`config.mk`:
```
export PLATFORM = sky130hd
export DESIGN_NAME = heap_bank_array
export DESIGN_NICKNAME = d
export VERILOG_FILES = /design/src/rtl/heap_bank_array_pkg.sv /design/src/rtl/heap_bank.sv /design/src/rtl/heap_bank_array.sv
export SDC_FILE = /design/constraint.sdc
export NUM_CORES = 2
export LEC_CHECK = 0
export ABC_AREA = 1
export CAP_MARGIN = 20
export CORE_AREA = 5 5 563 565
export CTS_CLUSTER_SIZE = 40
export DETAILED_ROUTE_END_ITERATION = 12
export DIE_AREA = 0 0 568 570
export PLACE_DENSITY = 0.67
export SETUP_SLACK_MARGIN = 0.15
export SLEW_MARGIN = 15
export SYNTH_ARGS = -nofsm -noshare
export SYNTH_HDL_FRONTEND = slang
export SYNTH_HIERARCHICAL = 1
export SYNTH_SLANG_ARGS = --single-unit
```
`constraint.sdc`:
```
create_clock -name i_clk -period 3.6 [get_ports i_clk]
set_input_delay 0.54 -clock i_clk [delete_from_list [all_inputs] [get_ports i_clk]]
set_output_delay 0.54 -clock i_clk [all_outputs]
set_load 0.005 [all_outputs]
```
`src/rtl/heap_bank_array_pkg.sv`:
```
// Shared types and elaboration helpers for the banked heap storage.
// No logic of its own; imported by heap_bank and heap_bank_array.
package heap_bank_array_pkg;

  typedef enum logic {
    S_INIT,
    S_RUN
  } state_e;

  localparam int RD_LAT_MIN = 1;
  localparam int RD_LAT_MAX = 2;

  // Local word index width once the bank-select bits are stripped off.
  function automatic int laddr_w(input int addr_w, input int banks);
    return addr_w - $clog2(banks);
  endfunction

  function automatic bit rd_lat_legal(input int rd_lat);
    return (rd_lat >= RD_LAT_MIN) && (rd_lat <= RD_LAT_MAX);
  endfunction

endpackage

```
`src/rtl/heap_bank.sv`:
```
// One 1R1W bank with write-first bypass; read data RD_LAT cycles after address.
// No backpressure: a write and a read are accepted every cycle.
module heap_bank
  import heap_bank_array_pkg::*;
#(
  parameter int DATA_W  = 7,
  parameter int LADDR_W = 5,
  parameter int RD_LAT  = 1
) (
  input  logic               clk,
  input  logic               rst_n,
  input  logic               run,
  input  logic               we,
  input  logic [LADDR_W-1:0] waddr,
  input  logic [DATA_W-1:0]  wdata,
  input  logic [LADDR_W-1:0] raddr,
  output logic [DATA_W-1:0]  rdata
);

  // An out-of-range RD_LAT degrades to the single-register pipeline.
  localparam bit EXTRA_STAGE = rd_lat_legal(RD_LAT) && (RD_LAT == RD_LAT_MAX);

  logic [DATA_W-1:0] mem [2**LADDR_W];
  logic [DATA_W-1:0] rd_q;

  always_ff @(posedge clk) begin
    if (we) begin
      mem[waddr] <= wdata;
    end
  end

  always_ff @(posedge clk) begin
    if (!rst_n || !run) begin
      rd_q <= '0;
    end else if (we && (waddr == raddr)) begin
      rd_q <= wdata;
    end else begin
      rd_q <= mem[raddr];
    end
  end

  generate
    if (EXTRA_STAGE) begin : g_lat2
      logic [DATA_W-1:0] rd2_q;
      always_ff @(posedge clk) begin
        if (!rst_n) begin
          rd2_q <= '0;
        end else begin
          rd2_q <= rd_q;
        end
      end
      assign rdata = rd2_q;
    end else begin : g_lat1
      assign rdata = rd_q;
    end
  endgenerate

endmodule

```
`src/rtl/heap_bank_array.sv`:
```
// BANKS parallel heap banks plus a shared init sweep that clears them after reset.
// No backpressure; o_ready stays low for 2^LADDR_W cycles while the sweep runs.
module heap_bank_array
  import heap_bank_array_pkg::*;
#(
  parameter int                BANKS    = 16,
  parameter int                DATA_W   = 7,
  parameter int                ADDR_W   = 9,
  parameter int                RD_LAT   = 1,
  parameter logic [DATA_W-1:0] INIT_VAL = '0
) (
  input  logic                           i_clk,
  input  logic                           i_rst,
  input  logic [BANKS-1:0]               i_wr_en,
  input  logic [BANKS-1:0][ADDR_W-1:0]   i_wr_addr,
  input  logic [BANKS-1:0][DATA_W-1:0]   i_wr_data,
  input  logic [BANKS-1:0][ADDR_W-1:0]   i_rd_addr,
  output logic [BANKS-1:0][DATA_W-1:0]   o_rd_data,
  output logic                           o_ready
);

  localparam int LADDR_W = laddr_w(ADDR_W, BANKS);

  state_e             state_q, state_d;
  logic [LADDR_W-1:0] cnt_q, cnt_d;
  logic               init;
  logic               run;

  always_ff @(posedge i_clk) begin
    if (!i_rst) begin
      state_q <= S_INIT;
      cnt_q   <= '0;
    end else begin
      state_q <= state_d;
      cnt_q   <= cnt_d;
    end
  end

  always_comb begin
    state_d = state_q;
    cnt_d   = cnt_q;
    if (state_q == S_INIT) begin
      cnt_d = cnt_q + 1'b1;
      if (cnt_q == {LADDR_W{1'b1}}) begin
        state_d = S_RUN;
      end
    end
  end

  assign init    = (state_q == S_INIT);
  assign run     = (state_q == S_RUN);
  assign o_ready = run;

  // Bank-select bits were already consumed by the interconnect.
  logic unused_addr_hi;
  assign unused_addr_hi = ^{i_wr_addr, i_rd_addr};

  generate
    for (genvar b = 0; b < BANKS; b++) begin : g_bank
      logic               we;
      logic [LADDR_W-1:0] waddr;
      logic [DATA_W-1:0]  wdata;

      // No writes land on a reset edge; the sweep owns the write port during init.
      assign we    = i_rst && (init || i_wr_en[b]);
      assign waddr = init ? cnt_q : i_wr_addr[b][LADDR_W-1:0];
      assign wdata = init ? INIT_VAL : i_wr_data[b];

      heap_bank #(
        .DATA_W  (DATA_W),
        .LADDR_W (LADDR_W),
        .RD_LAT  (RD_LAT)
      ) u_bank (
        .clk   (i_clk),
        .rst_n (i_rst),
        .run   (run),
        .we    (we),
        .waddr (waddr),
        .wdata (wdata),
        .raddr (i_rd_addr[b][LADDR_W-1:0]),
        .rdata (o_rd_data[b])
      );
    end
  endgenerate

endmodule
```
# Word-level counts from Yosys, hierarchy flattened
# Memories as Yosys holds them, arrays and structs flattened. A register that Yosys moved wholly into a read port is not among the register bits.
# Cells that the tools add are included.
dict set report totals {
  ff_bits 6
  latch_bits 0
  ram_bits 3584
  mem_bits_ro 0
  inputBits 418
  out_inout_bits 113
  word_cells 122
  n_memories 16
}
# memory depth width read_ports rd_ports_with_merged_regs write_ports line_no
set mem_list {}
lappend mem_list {{g_bank[0].u_bank.mem} 32 7 1 1 1 heap_bank.sv:23} ;# logic [DATA_W-1:0] mem [2**LADDR_W];
lappend mem_list {{g_bank[10].u_bank.mem} 32 7 1 1 1 heap_bank.sv:23}
lappend mem_list {{g_bank[11].u_bank.mem} 32 7 1 1 1 heap_bank.sv:23}
lappend mem_list {{g_bank[12].u_bank.mem} 32 7 1 1 1 heap_bank.sv:23}
lappend mem_list {{g_bank[13].u_bank.mem} 32 7 1 1 1 heap_bank.sv:23}
lappend mem_list {{g_bank[14].u_bank.mem} 32 7 1 1 1 heap_bank.sv:23}
lappend mem_list {{+10 memories} - - - - - -}
dict set report classes {
  n_addsub 1
  multipliers 0
  div 0
  n_lt_le_gt_ge 0
  n_eq_ne 1
  n_shift 0
  muxes 66
  n_bitwise 1
  reduce_logical 35
}
# operator n
set ops {}
lappend ops {{$mux 7} 16}
lappend ops {{$mux 5} 16}
lappend ops {{$mux 1} 34}
lappend ops {{$logic_or 1x1->1} 17}
lappend ops {{$logic_and 1x1->1} 16}
lappend ops {{$add 5x1->5 const B} 1}
lappend ops {{$eq 5x5->1 const B} 1}
lappend ops {{$logic_not 1->1} 2}
lappend ops {{$not 1->1} 1}

# Logic depth before layout (Yosys ltp)
dict set report depth {
  word_depth 5
  mapped_depth 12
  depth_no_buf 10
}

# Hierarchy
# The synthesis kept the hierarchy.
# module n_inst cells_each area_per_inst_um2 seq_area_each_um2
set by_module_without_submodules {}
lappend by_module_without_submodules {heap_bank 16 827 9556.7 6866.6}
lappend by_module_without_submodules {heap_bank_array 1 484 2033.2 120.1}

# Worst setup path after synthesis
# No wires, ideal clock.
dict set report synth_path {
  kind {reg2reg}
  start {register state_q (netlist: o_ready)}
  end {memory g_bank[10].u_bank.mem[0][0], enable pin}
  setup_ns 0.360
  arrival_time_ns 1.941
  required_ns 3.240
  setup_slack_ns 1.299
  path_stages_with_launch 9
  path_buffers 2
  period_less_slack_ns 2.301
  cell_sequence {dfxtp_1 buf_4 inv_4 nand2_2 buf_2 nand2_1 inv_1 nand3_1 nor2_1}
}
dict set report synth_between {
  elab_cells_between_ends 6
  classes_between {3 x mux; 1 x bitwise; 2 x reduce/logical}
}
# item line_no
set synth_rtl {}
lappend synth_rtl {{start: declaration} heap_bank_array.sv:24} ;# state_e state_q, state_d;
lappend synth_rtl {{start signal: assignment} heap_bank_array.sv:34} ;# state_q <= state_d;
lappend synth_rtl {{$mux 5} heap_bank_array.sv:66} ;# assign waddr = init ? cnt_q : i_wr_addr[b][LADDR_W-1:0];
lappend synth_rtl {{named net g_bank[10].waddr[1]} heap_bank_array.sv:61} ;# logic [LADDR_W-1:0] waddr;
lappend synth_rtl {{end: declaration} heap_bank.sv:23}
# The timed path passes the listed nets, and every way through them passes these cells.

# Worst setup path after layout
dict set report layout_path {
  start {register state_q (netlist: o_ready)}
  end {memory g_bank[0].u_bank.mem[15][0], enable pin}
}
dict set report layout_between {
  elab_chain_cells 5
  elab_cells_between_ends 6
  classes_between {3 x mux; 1 x bitwise; 2 x reduce/logical}
}
# item line_no
set layout_rtl {}
lappend layout_rtl {{$not 1->1} heap_bank_array.sv:50} ;# assign init = (state_q == S_INIT);
lappend layout_rtl {{$logic_or 1x1->1} heap_bank_array.sv:65} ;# assign we = i_rst && (init || i_wr_en[b]);
lappend layout_rtl {{$logic_and 1x1->1} heap_bank_array.sv:65}
lappend layout_rtl {{named net g_bank[0].we} heap_bank_array.sv:60} ;# logic we;
lappend layout_rtl {{$mux 1} heap_bank.sv:27} ;# if (we) begin
lappend layout_rtl {{$mux 1 (not written as such)} heap_bank.sv:28} ;# mem[waddr] <= wdata;
lappend layout_rtl {{end: declaration} heap_bank.sv:23}
# The timed path passes the listed nets, and every way through them passes these cells.

==> summary.txt <==
Clocking
  – Setup bufs post-CTS: 0
  – Clock Sink Count: 3702
  – CTS H-Tree Depth: 5
  – Worst-case clock buffer depth: 4
  – Worst-Skew Late Latency: 960 ps
  – Post-CTS sizing: 0
  – Inserted Clock Buffers: 378
  – CTS root buffer: clkbuf_16
  – Clock-pin slew on the worst setup and hold paths: 60 ps
  – CTS tree: done
  – Hold_buf cts: 0

Timing
  – Fin crit period: 3430 ps
  – Hold Violations, Final: 0
  – Max Fclk: 0.291 GHz
  – Rel. slew slack: 27.6%
  – Final worst clock skew: 80.7 ps
  – Fin crit share: 95.3%
  – Slew @ Worst Pin: 1090 ps
  – Final-report max-slew violation count: 0
  – Setup TNS: 0 ps
  – Setup violators final: 0
  – RSZ-0062 raised after global routing: no

Setup path
  – Setup CP Type: flop to flop
  – Startpoint type of the worst setup path: flop
  – R2R setup slack: 170 ps
  – Critical Path Fanout Max: 13
  – Arrival time at the worst endpoint: 3990 ps
  – Worst endpoint required time: 4160 ps
  – Critical path capture point type: flop

Drt
  – 1st-iter DRT viols: 10000
  – Drt total wl: 376 mm
  – DRT Pass-1 Iters: 8
  – Vias: 101000
  – Antenna-violating nets left: 0
  – Via-per-instance ratio: 5.50
  – WL per Instance: 20.4 um
  – DRC viols: 0

Floorplanning
  – Starting Density: 49.8%
  – Core ar.: 0.311 mm2
  – Die area: 0.324 mm2
  – Chip height: 570 um
  – Io pins: 531
  – Die width: 568 um
  – FP Rows: 205

Place
  – HPWL Detailed: 232 mm
  – Area after DPL: 0.161 mm2
  – I/O Buffers: 402
  – Final GP Congestion: 0.897

Yosys
  – Synth Area in Adders: 0.0162%
  – Synth Area in XOR/XNOR: 0%
  – Sequential fraction of the synthesis area: 71.0%
  – Seq cells post-synth: 3702
  – Yosys cell types: 25
  – Synth Area in Simple Gates: 23.4%
  – Synthesized Nets: 14100
  – Compound-gate portion of the synthesized area: 1.39%
  – Syn_area_per_cell: 11.3 um2
  – Combinational family with the most area after synthesis: simple AND/OR/NAND/NOR gates
  – Mux contribution to synthesized area: 0%
  – Cells after synthesis: 13700
  – Syn Std Cell Area: 0.155 mm2
  – Synth warn: 6

Global route
  – Initial antenna violation count: 15
  – Total track usage: 22.5%
  – Vias in the first global route: 96200
  – Grt ovf: 0
  – Largest net degree at the start of global routing: 114
  – First-pass GRT wire length: 569 mm

Status
  – Run status: finished, final reports clean

Layout
  – Share of cells above drive strength 1: 6.83%
  – Design area: 0.174 mm2
  – Post-layout net count: 14400
  – # fillers: 25400
  – Area Overhead vs Synth: 12.1%

Pwr
  – Worst vdd ir: 399 uV
  – Cell area power density: 521 mW/mm2
  – Leak: 0.0634 uW

Flow run
  – MaxCap Viol Count: 0

Worst hold path
  – Min-delay worst type: input pin to flop
## metrics by stage
stage	std cells	worst slack, ps	power (uW)	util, %	hold slack (ps)
floorplan	13700	1300	51300	-	487
global placement	17700	186	52800	51.9	519
detailed placement	17700	157	52800	51.9	521
CTS	18400	213	91100	55.8	300
global route	18400	153	93500	55.9	413
finish	18500	168	90400	55.9	409
## area by class of cell
class	instances	area [um2]	share of cell area (%)
inverters	277	1080	0.625
well taps	4140	5180	2.98
clock buffers	478	10000	5.78
clock inverters	214	2250	1.30
multi-input cells	8939	38500	22.2
flip-flops and latches	3702	110000	63.3
diodes	12	30.0	0.0173
repair buffers	693	6580	3.79
## state kept, by name (all words and copies together) (netlist names)
register and count:
g_bank.u_bank/mem 3584, g_bank.u_bank/rdata 112, cnt_q 5, o_ready 1
## kinds of logic (layout without fill, tap and decap cells)
family | count (synthesis) | count (layout)
compound gates | 326 | 326
fa+ha+maj | 2 | 2
buf+inv | 1075 | 1662
flops | 3702 | 3702
other cells | 0 | 12
simple gates | 8611 | 8611
## placed cells by master (no fill, tap or decap), types with 2 or more instances in the layout
cell,n
inv_2,16
dfxtp_1,117
o22ai_1,48
clkinv_1,61
nand3_2,16
clkbuf_16,382
o21bai_1,64
clkinv_2,76
inv_6,7
buf_4,268
bufinv_16,29
o21ai_0,19
clkdlybuf4s50_1,369
nand3_1,3106
inv_4,17
clkbuf_1,84
clkinv_8,5
buf_16,2
buf_12,34
inv_16,6
nor2_1,567
buf_8,4
diode_2,12
nand2_1,4915
clkinv_16,12
clkbuf_8,12
clkinv_4,6
o21bai_2,48
edfxtp_1,3584
inv_1,242
clkinvlp_4,14
buf_2,16
a21oi_1,147
nand2_4,4
ha_1,2
## cell usage after synthesis
cell | instances | area share (%)
inv_2 | 16 | 0.039
clkbuf_1 | 64 | 0.16
a21oi_1 | 147 | 0.47
inv_1 | 243 | 0.59
clkinv_1 | 1 | 0.0024
nor2_4 | 1 | 0.0073
buf_1 | 16 | 0.039
o21bai_2 | 48 | 0.35
nand2_1 | 4915 | 12
o22ai_1 | 48 | 0.19
nand3_1 | 3106 | 10
buf_8 | 16 | 0.16
buf_6 | 161 | 1.2
and3_1 | 1 | 0.0040
nor2_1 | 568 | 1.4
buf_4 | 122 | 0.59
nand3_2 | 16 | 0.10
o21bai_1 | 64 | 0.31
inv_4 | 17 | 0.069
o21ai_0 | 19 | 0.061
nand2_2 | 4 | 0.016
edfxtp_1 | 3584 | 69
buf_2 | 419 | 1.4
ha_1 | 2 | 0.016
dfxtp_1 | 118 | 1.5
## layer usage
layer  GRT usage [%]  vias up  routed length (um)
li1                -    48300                   -
met1            31.4    48500              156000
met2            36.5     4015              178000
met3            3.45      632               29300
met4            7.82        2               12800
met5               0        -                  11
## power by group
group	leakage [uW]	internal (uW)	switching (uW)
Combinational	0.0252	1530	3580
Clock	0.00598	22000	16400
Sequential	0.0322	46800	57.2
## worst paths after layout
| check | depth (start not counted) | endpoint | from |
|---|---|---|---|
| setup / recovery | 7 | g_bank[0].u_bank/mem[15][0] | o_ready |
| hold / removal | 9 | g_bank[9].u_bank/rdata[1] | i_rd_addr[81] |
| setup reg to reg | 7 | g_bank[0].u_bank/mem[15][0] | o_ready |
| hold reg to reg | 2 | cnt_q[2] | cnt_q[2] |
## worst max-delay path: stages (launching register included)
cell     delay, ps
dfxtp_4        420
inv_4          320
buf_4          370
nor2_1         140
nor2_1         410
buf_4          230
nand3_1        390
nor2_1         790
Power figures use the tool's default switching activity.
